`config.mk`:
```
export PLATFORM = sky130hd
export DESIGN_NAME = button_conditioner
export DESIGN_NICKNAME = d
export VERILOG_FILES = /design/src/rtl/btn_cond_pkg.sv /design/src/rtl/btn_channel.sv /design/src/rtl/button_conditioner.sv
export SDC_FILE = /design/constraint.sdc
export NUM_CORES = 1
export LEC_CHECK = 0
export ABC_AREA = 1
export ABC_CLOCK_PERIOD_IN_PS = 2250
export CORE_MARGIN = 4
export CORE_UTILIZATION = 55
export CTS_CLUSTER_DIAMETER = 200
export CTS_CLUSTER_SIZE = 10
export DETAILED_ROUTE_END_ITERATION = 12
export GPL_TIMING_DRIVEN = 1
export PLACE_DENSITY = 0.7
export SYNTH_ARGS = -nofsm -noshare
export SYNTH_HDL_FRONTEND = slang
export SYNTH_SLANG_ARGS = --single-unit
```
`constraint.sdc`:
```
create_clock -name clk -period 2.25 [get_ports clk]
set_clock_uncertainty 0.1 [all_clocks]
set_input_delay 0.45 -clock clk [delete_from_list [all_inputs] [get_ports clk]]
set_output_delay 0.45 -clock clk [all_outputs]
set_load 0.03 [all_outputs]
```
`src/rtl/btn_cond_pkg.sv`:
```
// Shared constants and FSM state type for the camera push-button conditioner.
package btn_cond_pkg;

  localparam int NUM_BTN       = 6;
  localparam int BTN_LEFT      = 0;
  localparam int BTN_RIGHT     = 1;
  localparam int BTN_UP        = 2;
  localparam int BTN_DOWN      = 3;
  localparam int BTN_ROT_LEFT  = 4;
  localparam int BTN_ROT_RIGHT = 5;

  typedef enum logic [2:0] {
    IDLE    = 3'd0,
    DEB_ON  = 3'd1,
    HELD    = 3'd2,
    REPEAT  = 3'd3,
    DEB_OFF = 3'd4
  } btn_state_t;

  // Counter must reach (largest cycle parameter - 1); never narrower than one bit.
  function automatic int cntWidth(input int a, input int b, input int c);
    int m;
    m = a;
    if (b > m) m = b;
    if (c > m) m = c;
    return (m > 1) ? $clog2(m) : 1;
  endfunction

endpackage

```
`src/rtl/btn_channel.sv`:
```
// One button: 2-flop synchronizer, debounce/auto-repeat FSM and its counter.
// Auto-repeat exists only when BTN_AUTOREPEAT_EN is defined.
module btn_channel
  import btn_cond_pkg::*;
#(
  parameter int DEBOUNCE_CYCLES = 650000,
  parameter int REPEAT_DELAY    = 32500000,
  parameter int REPEAT_PERIOD   = 6500000
) (
  input  logic clk,
  input  logic rst_n,
  input  logic raw_i,
  output logic pulse_o,
  output logic clean_o
);

  localparam int CNT_W = cntWidth(DEBOUNCE_CYCLES, REPEAT_DELAY, REPEAT_PERIOD);
  localparam logic [CNT_W-1:0] DEB_LAST    = CNT_W'(DEBOUNCE_CYCLES - 1);
  localparam logic [CNT_W-1:0] PERIOD_LAST = CNT_W'(REPEAT_PERIOD - 1);
`ifdef BTN_AUTOREPEAT_EN
  localparam logic [CNT_W-1:0] DELAY_LAST  = CNT_W'(REPEAT_DELAY - 1);
`endif

  logic             s1_q;
  logic             s2_q;
  btn_state_t       state_q;
  btn_state_t       state_d;
  logic [CNT_W-1:0] cnt_q;
  logic [CNT_W-1:0] cnt_d;
  logic             pulse_d;
  logic             clean_d;

  always_ff @(posedge clk) begin
    if (!rst_n) begin
      s1_q    <= 1'b0;
      s2_q    <= 1'b0;
      state_q <= IDLE;
      cnt_q   <= '0;
    end else begin
      s1_q    <= raw_i;
      s2_q    <= s1_q;
      state_q <= state_d;
      cnt_q   <= cnt_d;
    end
  end

  // Decisions are combinational here; the top registers pulse and clean,
  // so an accepted press appears DEBOUNCE_CYCLES+2 edges after first sample.
  always_comb begin
    state_d = state_q;
    cnt_d   = cnt_q;
    pulse_d = 1'b0;
    unique case (state_q)
      IDLE: begin
        if (s2_q) begin
          state_d = DEB_ON;
          cnt_d   = '0;
        end
      end
      DEB_ON: begin
        if (!s2_q) begin
          state_d = IDLE;
        end else if (cnt_q == DEB_LAST) begin
          state_d = HELD;
          pulse_d = 1'b1;
          cnt_d   = '0;
        end else begin
          cnt_d = cnt_q + 1'b1;
        end
      end
      HELD: begin
        if (!s2_q) begin
          state_d = DEB_OFF;
          cnt_d   = '0;
        end
`ifdef BTN_AUTOREPEAT_EN
        else if (cnt_q == DELAY_LAST) begin
          state_d = REPEAT;
          pulse_d = 1'b1;
          cnt_d   = '0;
        end else begin
          cnt_d = cnt_q + 1'b1;
        end
`endif
      end
      REPEAT: begin
        if (!s2_q) begin
          state_d = DEB_OFF;
          cnt_d   = '0;
        end else if (cnt_q == PERIOD_LAST) begin
          pulse_d = 1'b1;
          cnt_d   = '0;
        end else begin
          cnt_d = cnt_q + 1'b1;
        end
      end
      DEB_OFF: begin
        // A bounce back to pressed restarts the repeat delay without a step.
        if (s2_q) begin
          state_d = HELD;
          cnt_d   = '0;
        end else if (cnt_q == DEB_LAST) begin
          state_d = IDLE;
          cnt_d   = '0;
        end else begin
          cnt_d = cnt_q + 1'b1;
        end
      end
      default: begin
        state_d = IDLE;
        cnt_d   = '0;
      end
    endcase
    clean_d = (state_d == HELD) || (state_d == REPEAT) || (state_d == DEB_OFF);
  end

  assign pulse_o = pulse_d;
  assign clean_o = clean_d;

endmodule

```
`src/rtl/button_conditioner.sv`:
```
// Six-button conditioner feeding virtual_camera; opposing-pair pulse suppression
// and output registers. Auto-repeat is compiled in with BTN_AUTOREPEAT_EN.
module button_conditioner
  import btn_cond_pkg::*;
#(
  parameter int DEBOUNCE_CYCLES = 650000,
  parameter int REPEAT_DELAY    = 32500000,
  parameter int REPEAT_PERIOD   = 6500000
) (
  input  logic               clk,
  input  logic               rst_n,
  input  logic [NUM_BTN-1:0] btn_raw,
  output logic [NUM_BTN-1:0] btn_clean,
  output logic [NUM_BTN-1:0] btn_pulse
);

  logic [NUM_BTN-1:0] rawPulse;
  logic [NUM_BTN-1:0] cleanLvl;
  logic [NUM_BTN-1:0] pulse_d;
  logic [NUM_BTN-1:0] btnClean_q;
  logic [NUM_BTN-1:0] btnPulse_q;

  for (genvar g = 0; g < NUM_BTN; g++) begin : gChan
    btn_channel #(
      .DEBOUNCE_CYCLES(DEBOUNCE_CYCLES),
      .REPEAT_DELAY   (REPEAT_DELAY),
      .REPEAT_PERIOD  (REPEAT_PERIOD)
    ) uChan (
      .clk    (clk),
      .rst_n  (rst_n),
      .raw_i  (btn_raw[g]),
      .pulse_o(rawPulse[g]),
      .clean_o(cleanLvl[g])
    );
  end

  // Opposite directions stepping together would cancel; drop both instead.
  always_comb begin
    pulse_d = rawPulse;
    if (rawPulse[BTN_LEFT] && rawPulse[BTN_RIGHT]) begin
      pulse_d[BTN_LEFT]  = 1'b0;
      pulse_d[BTN_RIGHT] = 1'b0;
    end
    if (rawPulse[BTN_UP] && rawPulse[BTN_DOWN]) begin
      pulse_d[BTN_UP]   = 1'b0;
      pulse_d[BTN_DOWN] = 1'b0;
    end
    if (rawPulse[BTN_ROT_LEFT] && rawPulse[BTN_ROT_RIGHT]) begin
      pulse_d[BTN_ROT_LEFT]  = 1'b0;
      pulse_d[BTN_ROT_RIGHT] = 1'b0;
    end
  end

  always_ff @(posedge clk) begin
    if (!rst_n) begin
      btnClean_q <= '0;
      btnPulse_q <= '0;
    end else begin
      btnClean_q <= cleanLvl;
      btnPulse_q <= pulse_d;
    end
  end

  assign btn_clean = btnClean_q;
  assign btn_pulse = btnPulse_q;

endmodule

```
Word level (Yosys, flattened, before mapping)
Cells that the tools add are included.
- register bits: 192
- latch bits: 0
- memory bits (writable): 0
- ROM bits: 0
- logic and storage cells: 263
- memories kept: 0
- add/sub/neg operators: 6
- multiply operators: 0
- divide/modulo/power cells: 0
- magnitude comparators: 0
- equal/unequal tests: 72
- shifts and indexed selects: 0
- muxes and demuxes: 120
- bitwise gates (word level): 1
- reduce and logical (&&, ||, !) cells: 36
- operators by type and width (kind ; count):
    $mux 25 ; 42
    $pmux 25 s5 ; 6
    $add 25x1->25 const B ; 6
    $eq 25x20->1 const B ; 6
    $eq 25x23->1 const B ; 6
    $mux 3 ; 36
    $eq 3x2->1 const B ; 24
    $pmux 3 s4 ; 6
    $eq 3x3->1 const B ; 12
    $mux 1 ; 24
    $ne 2x1->1 const B ; 12
    $eq 3x1->1 const B ; 6
    $logic_not 3->1 ; 6
    $reduce_and 3->1 ; 6
    $reduce_or 2->1 ; 9
    $logic_or 1x1->1 ; 12
    $ne 2x2->1 const B ; 6
    $pmux 1 s2 ; 6
    $logic_and 1x1->1 ; 3
    $not 1->1 ; 1

Logic depth before layout (Yosys ltp)
- depth in word-level cells: 7
- depth in mapped cells: 13
- gate-level depth less buffers: 13

Cells and area by module
Synthesis repeated with hierarchy kept, for this count alone.
- cell total of the unflattened synthesis: 1817
- area, all modules: 11385.9 sq um
- by module, submodules not included (module ; instances ; cells an instance ; area each (sq um)):
    btn_channel (gChan[0].uChan ...) ; 4 ; 297 ; 1829.3
    btn_channel (gChan[5].uChan) ; 1 ; 288 ; 1869.3
    btn_channel (gChan[4].uChan) ; 1 ; 298 ; 1828.0
    button_conditioner ; 1 ; 43 ; 371.6

Worst setup path before layout
OpenSTA, ideal clock, no wires.
- path kind: register to register
- start point: register gChan[1].uChan.cnt_q[0]
- end point: register gChan[1].uChan.cnt_q[16]
- data arrival time: 1.525 ns
- required time: 2.034 ns
- setup slack: 0.510 ns
- cell stages (with the launch flop): 12
- clock period less this slack: 1.740 ns
- cell sequence: dfxtp_1 ha_1 nand2_2 nor2_2 nand4_1 nor2_1 nand2_1 o21ai_2 nand3_4 nand2_4 buf_6 nor2_1
- word-level cells in the longest chain between the ends: 4
- ends and longest elaborated chain (item ; RTL line ; source):
    from (decl) ; btn_channel.sv:28 ; logic [CNT_W-1:0] cnt_q;
    from (signal assigned) ; btn_channel.sv:43 ; cnt_q <= cnt_d;
    $add 25x1->25, or another cell as far along ; btn_channel.sv:68, btn_channel.sv:94, btn_channel.sv:106 ;
    $mux 25, on equally long branches ; btn_channel.sv:63, btn_channel.sv:102, btn_channel.sv:90 ;
    $mux 25, on equally long branches ; btn_channel.sv:99, btn_channel.sv:87, btn_channel.sv:61 ;
    $pmux 25 s5 (*) ; btn_channel.sv:53 ; unique case (state_q)
Every way passes the cells marked *; elsewhere a longest branch is shown, timed or not. The select of a mux whose other input is x is not followed.
A chain may end at the register's enable or synchronous reset.

Final worst setup path
- start point: register gChan[0].uChan.cnt_q[0]
- end point: register gChan[0].uChan.cnt_q[7]
- word-level cells in the longest chain between the ends: 4
- ends and longest elaborated chain (item ; RTL line):
    from (decl) ; btn_channel.sv:28
    from (signal assigned) ; btn_channel.sv:43
    $add 25x1->25, or another cell as far along ; btn_channel.sv:68, btn_channel.sv:94, btn_channel.sv:106
    $mux 25, on equally long branches ; btn_channel.sv:63, btn_channel.sv:102, btn_channel.sv:90
    $mux 25, on equally long branches ; btn_channel.sv:99, btn_channel.sv:87, btn_channel.sv:61
    $pmux 25 s5 (*) ; btn_channel.sv:53
Marks and branches as above.

==> flow_metrics.env <==
export IMPL_postSynthCellCount=1739
export IMPL_dr_wl_met2_um=12400
export IMPL_grtUsageTotal=0.246
export IMPL_finalNetCount=1782
export IMPL_yosys_cell_types_count=52
export IMPL_total_power_w=0.00674
export IMPL_die_h_um=150
export IMPL_hold_violations=0
export IMPL_fillers=1918
export IMPL_synth_edf_count=0
export IMPL_highest_layer="met4"
export IMPL_synth_most_common_cell="nand2_1"
export IMPL_synthTopCellsByCount="nand2_1 (384), inv_1 (269), nor2_1 (246), dfxtp_1 (192), nand3_1 (141)"
export IMPL_synth_top_area_share=0.345
export IMPL_setup_violations=0
export IMPL_fin_hold_ws_ns=0.311
export IMPL_cp_end_kind="flip-flop"
export IMPL_diodes=0
export IMPL_max_freq_mhz=491
export IMPL_crit_arrival_ns=2.26
export IMPL_timing_final_crit_share=0.905
export IMPL_die_area_sq_um=22600
export IMPL_synth_warnings=0
export IMPL_grt_first_pass_wirelength_um=46400
export IMPL_tightest_slew_ns=0.475
export IMPL_cts_buffers=17
export IMPL_place_area_sq_um=11600
export IMPL_synth_area_leader_cell="dfxtp_1"
export IMPL_clk_pin_slew_ns=0.07
export IMPL_period_needed_ns=2.04
export IMPL_yosysSeqAreaShare=0.345
export IMPL_whs_path_depth=2
export IMPL_start_kind="flip-flop"
export IMPL_routedWlPerCell_um=13.3
export IMPL_criticalPathCategory="flip-flop to flip-flop"
export IMPL_final_area_sq_um=12200
export IMPL_syn_cell_area_sq_um=11100
export IMPL_synth_area_top_cells="dfxtp_1 (35%), nand2_1 (13%), inv_1 (9.1%)"
export IMPL_antenna_found_initial=0
export IMPL_min_path_type="flip-flop to flip-flop"
export IMPL_post_route_drc_count=0
export IMPL_slew_violations=0
export IMPL_drive_gt1_frac=0.0826
export IMPL_cts_tree="yes"
export IMPL_max_cap_violations=0
export IMPL_port_buffers=19
export IMPL_grt_max_degree=48
export IMPL_synth_nets=1753
export IMPL_routed_wl_um=27200
export IMPL_cts_buffer_depth=2
export IMPL_r2r_worst_path_cells=10
export IMPL_cts_hold_buf=0
export IMPL_ys_flop_type="dfxtp_1"
export IMPL_synth_area_per_cell_sq_um=6.40
export IMPL_cts_sinks=192
export IMPL_routed_wl_met3_um=1450
export IMPL_detail_route_antenna_nets=0
export IMPL_grt_overflow_total=0
export IMPL_syn2layout_area_growth_pct=9.77
export IMPL_cp_max_fo=5
export IMPL_gp_congestion=0.977
export IMPL_drt_pass1_iterations=6
export IMPL_tns_ns=0
export IMPL_first_iter_violations=843
export IMPL_slew_headroom=0.684
export IMPL_initial_core_util=0.566
export IMPL_die_x_um=150
export IMPL_rows=51
export IMPL_via_per_inst=5.40
export IMPL_vias=11100
export IMPL_ys_async_sr_fraction=0
export IMPL_p_leak_nw=4.89
export IMPL_rsz0062_at_grt="false"
export IMPL_powerDensity_nw_per_um2=552
export IMPL_synth_seq_cells=192
export IMPL_cts_root_buf="clkbuf_16"
export IMPL_num_io_pins=20
export IMPL_cp_required_ns=2.48
export IMPL_clock_latency_ns=0.43
export IMPL_status="complete, no violations"
export IMPL_dp_hpwl_um=20600
export IMPL_htreeDepth=4
export IMPL_core_area_sq_um=19700
export IMPL_vdd_ir_drop_max_uv=465
export IMPL_wirelength_met1_um=12900
export IMPL_grt_pass1_vias=10100
-- cell usage in the layout, fill, tap and decap left out, types with 8 or more instances in the layout --
| cell | count |
|---|---|
| clkdlybuf4s50_1 | 18 |
| inv_2 | 15 |
| a31oi_1 | 8 |
| nand2_1 | 384 |
| inv_1 | 269 |
| nand4_1 | 63 |
| xor2_1 | 20 |
| o211ai_1 | 8 |
| a21oi_1 | 80 |
| nor3_2 | 13 |
| clkbuf_16 | 17 |
| o21ai_0 | 57 |
| nor3_1 | 92 |
| nand2_2 | 17 |
| nor2_2 | 17 |
| nand3_1 | 141 |
| buf_4 | 17 |
| dfxtp_1 | 192 |
| nor2_1 | 246 |
-- report_power, final --
| group | internal (W) | switching, W |
|---|---|---|
| clock network | 0.00169 | 0.00138 |
| logic | 0.0000723 | 0.000169 |
| registers | 0.00342 | 0.0000177 |
-- logic make-up after synthesis --
kind of cell / share of synthesized area
fa+ha+maj: 0.00674
buf+inv: 0.114
xor+xnor: 0.0173
flops: 0.345
compound gates: 0.0913
simple gates: 0.425
-- final timing paths --
check | slack [ns] | from | to
hold / removal | 0.31 | gChan[3].uChan.s1_q$_SDFF_PN0_ | gChan[3].uChan.s2_q$_SDFF_PN0_
setup reg to reg | 0.21 | gChan[0].uChan.cnt_q[0]$_SDFFE_PN0P_ | gChan[0].uChan.cnt_q[7]$_SDFFE_PN0P_
setup / recovery | 0.21 | gChan[0].uChan.cnt_q[0]$_SDFFE_PN0P_ | gChan[0].uChan.cnt_q[7]$_SDFFE_PN0P_
hold reg to reg | 0.31 | gChan[3].uChan.s1_q$_SDFF_PN0_ | gChan[3].uChan.s2_q$_SDFF_PN0_
-- critical path, stage by stage, from the launching register on --
cell and delay [ns]:
dfxtp_1 0.37, ha_1 0.20, nand2_1 0.08, nor2_1 0.13, inv_1 0.05, nor2_1 0.10
nand2_1 0.14, nand2_1 0.19, nand3_1 0.26, a21boi_0 0.24, nor2_1 0.06
-- final cells by class --
class,count,area [sq um],area share
Clock buffer,18,439,0.0359
Inverter,286,1070,0.0879
Multi-Input combinational cell,1233,6020,0.493
Timing Repair Buffer,38,353,0.0289
Sequential cell,192,3840,0.315
Clock inverter,13,154,0.0126
Tap cell,265,332,0.0271
-- per-stage QoR --
step,worst slack [ns],std cells,utilization
2_1_floorplan,0.510,1739,-
3_3_place_gp,0.280,2014,0.591
3_5_place_dp,0.228,2014,0.591
4_1_cts,0.214,2045,0.621
5_1_grt,0.0106,2045,0.622
6_report,0.213,2045,0.622
-- routing by layer --
metal	up-vias	global-route usage
met5	-	0
met4	0	0.0663
met3	40	0.0394
met2	335	0.405
met1	5004	0.335
li1	5673	-
-- what timing repair did --
| action | CTS | global route |
|---|---|---|
| gates resized for setup | 0 | 1 |
| setup buffers | 0 | 0 |
| hold endpoints to repair | 0 | 0 |
| endpoints found under the setup margin | 0 | 7 |
-- state kept, by name (all words and copies together) (netlist names) --
signal / count
btn_clean: 6
btn_pulse: 6
gChan.uChan.cnt_q: 150
gChan.uChan.s1_q: 6
gChan.uChan.s2_q: 6
gChan.uChan.state_q: 18
Power figures use the tool's default switching activity.
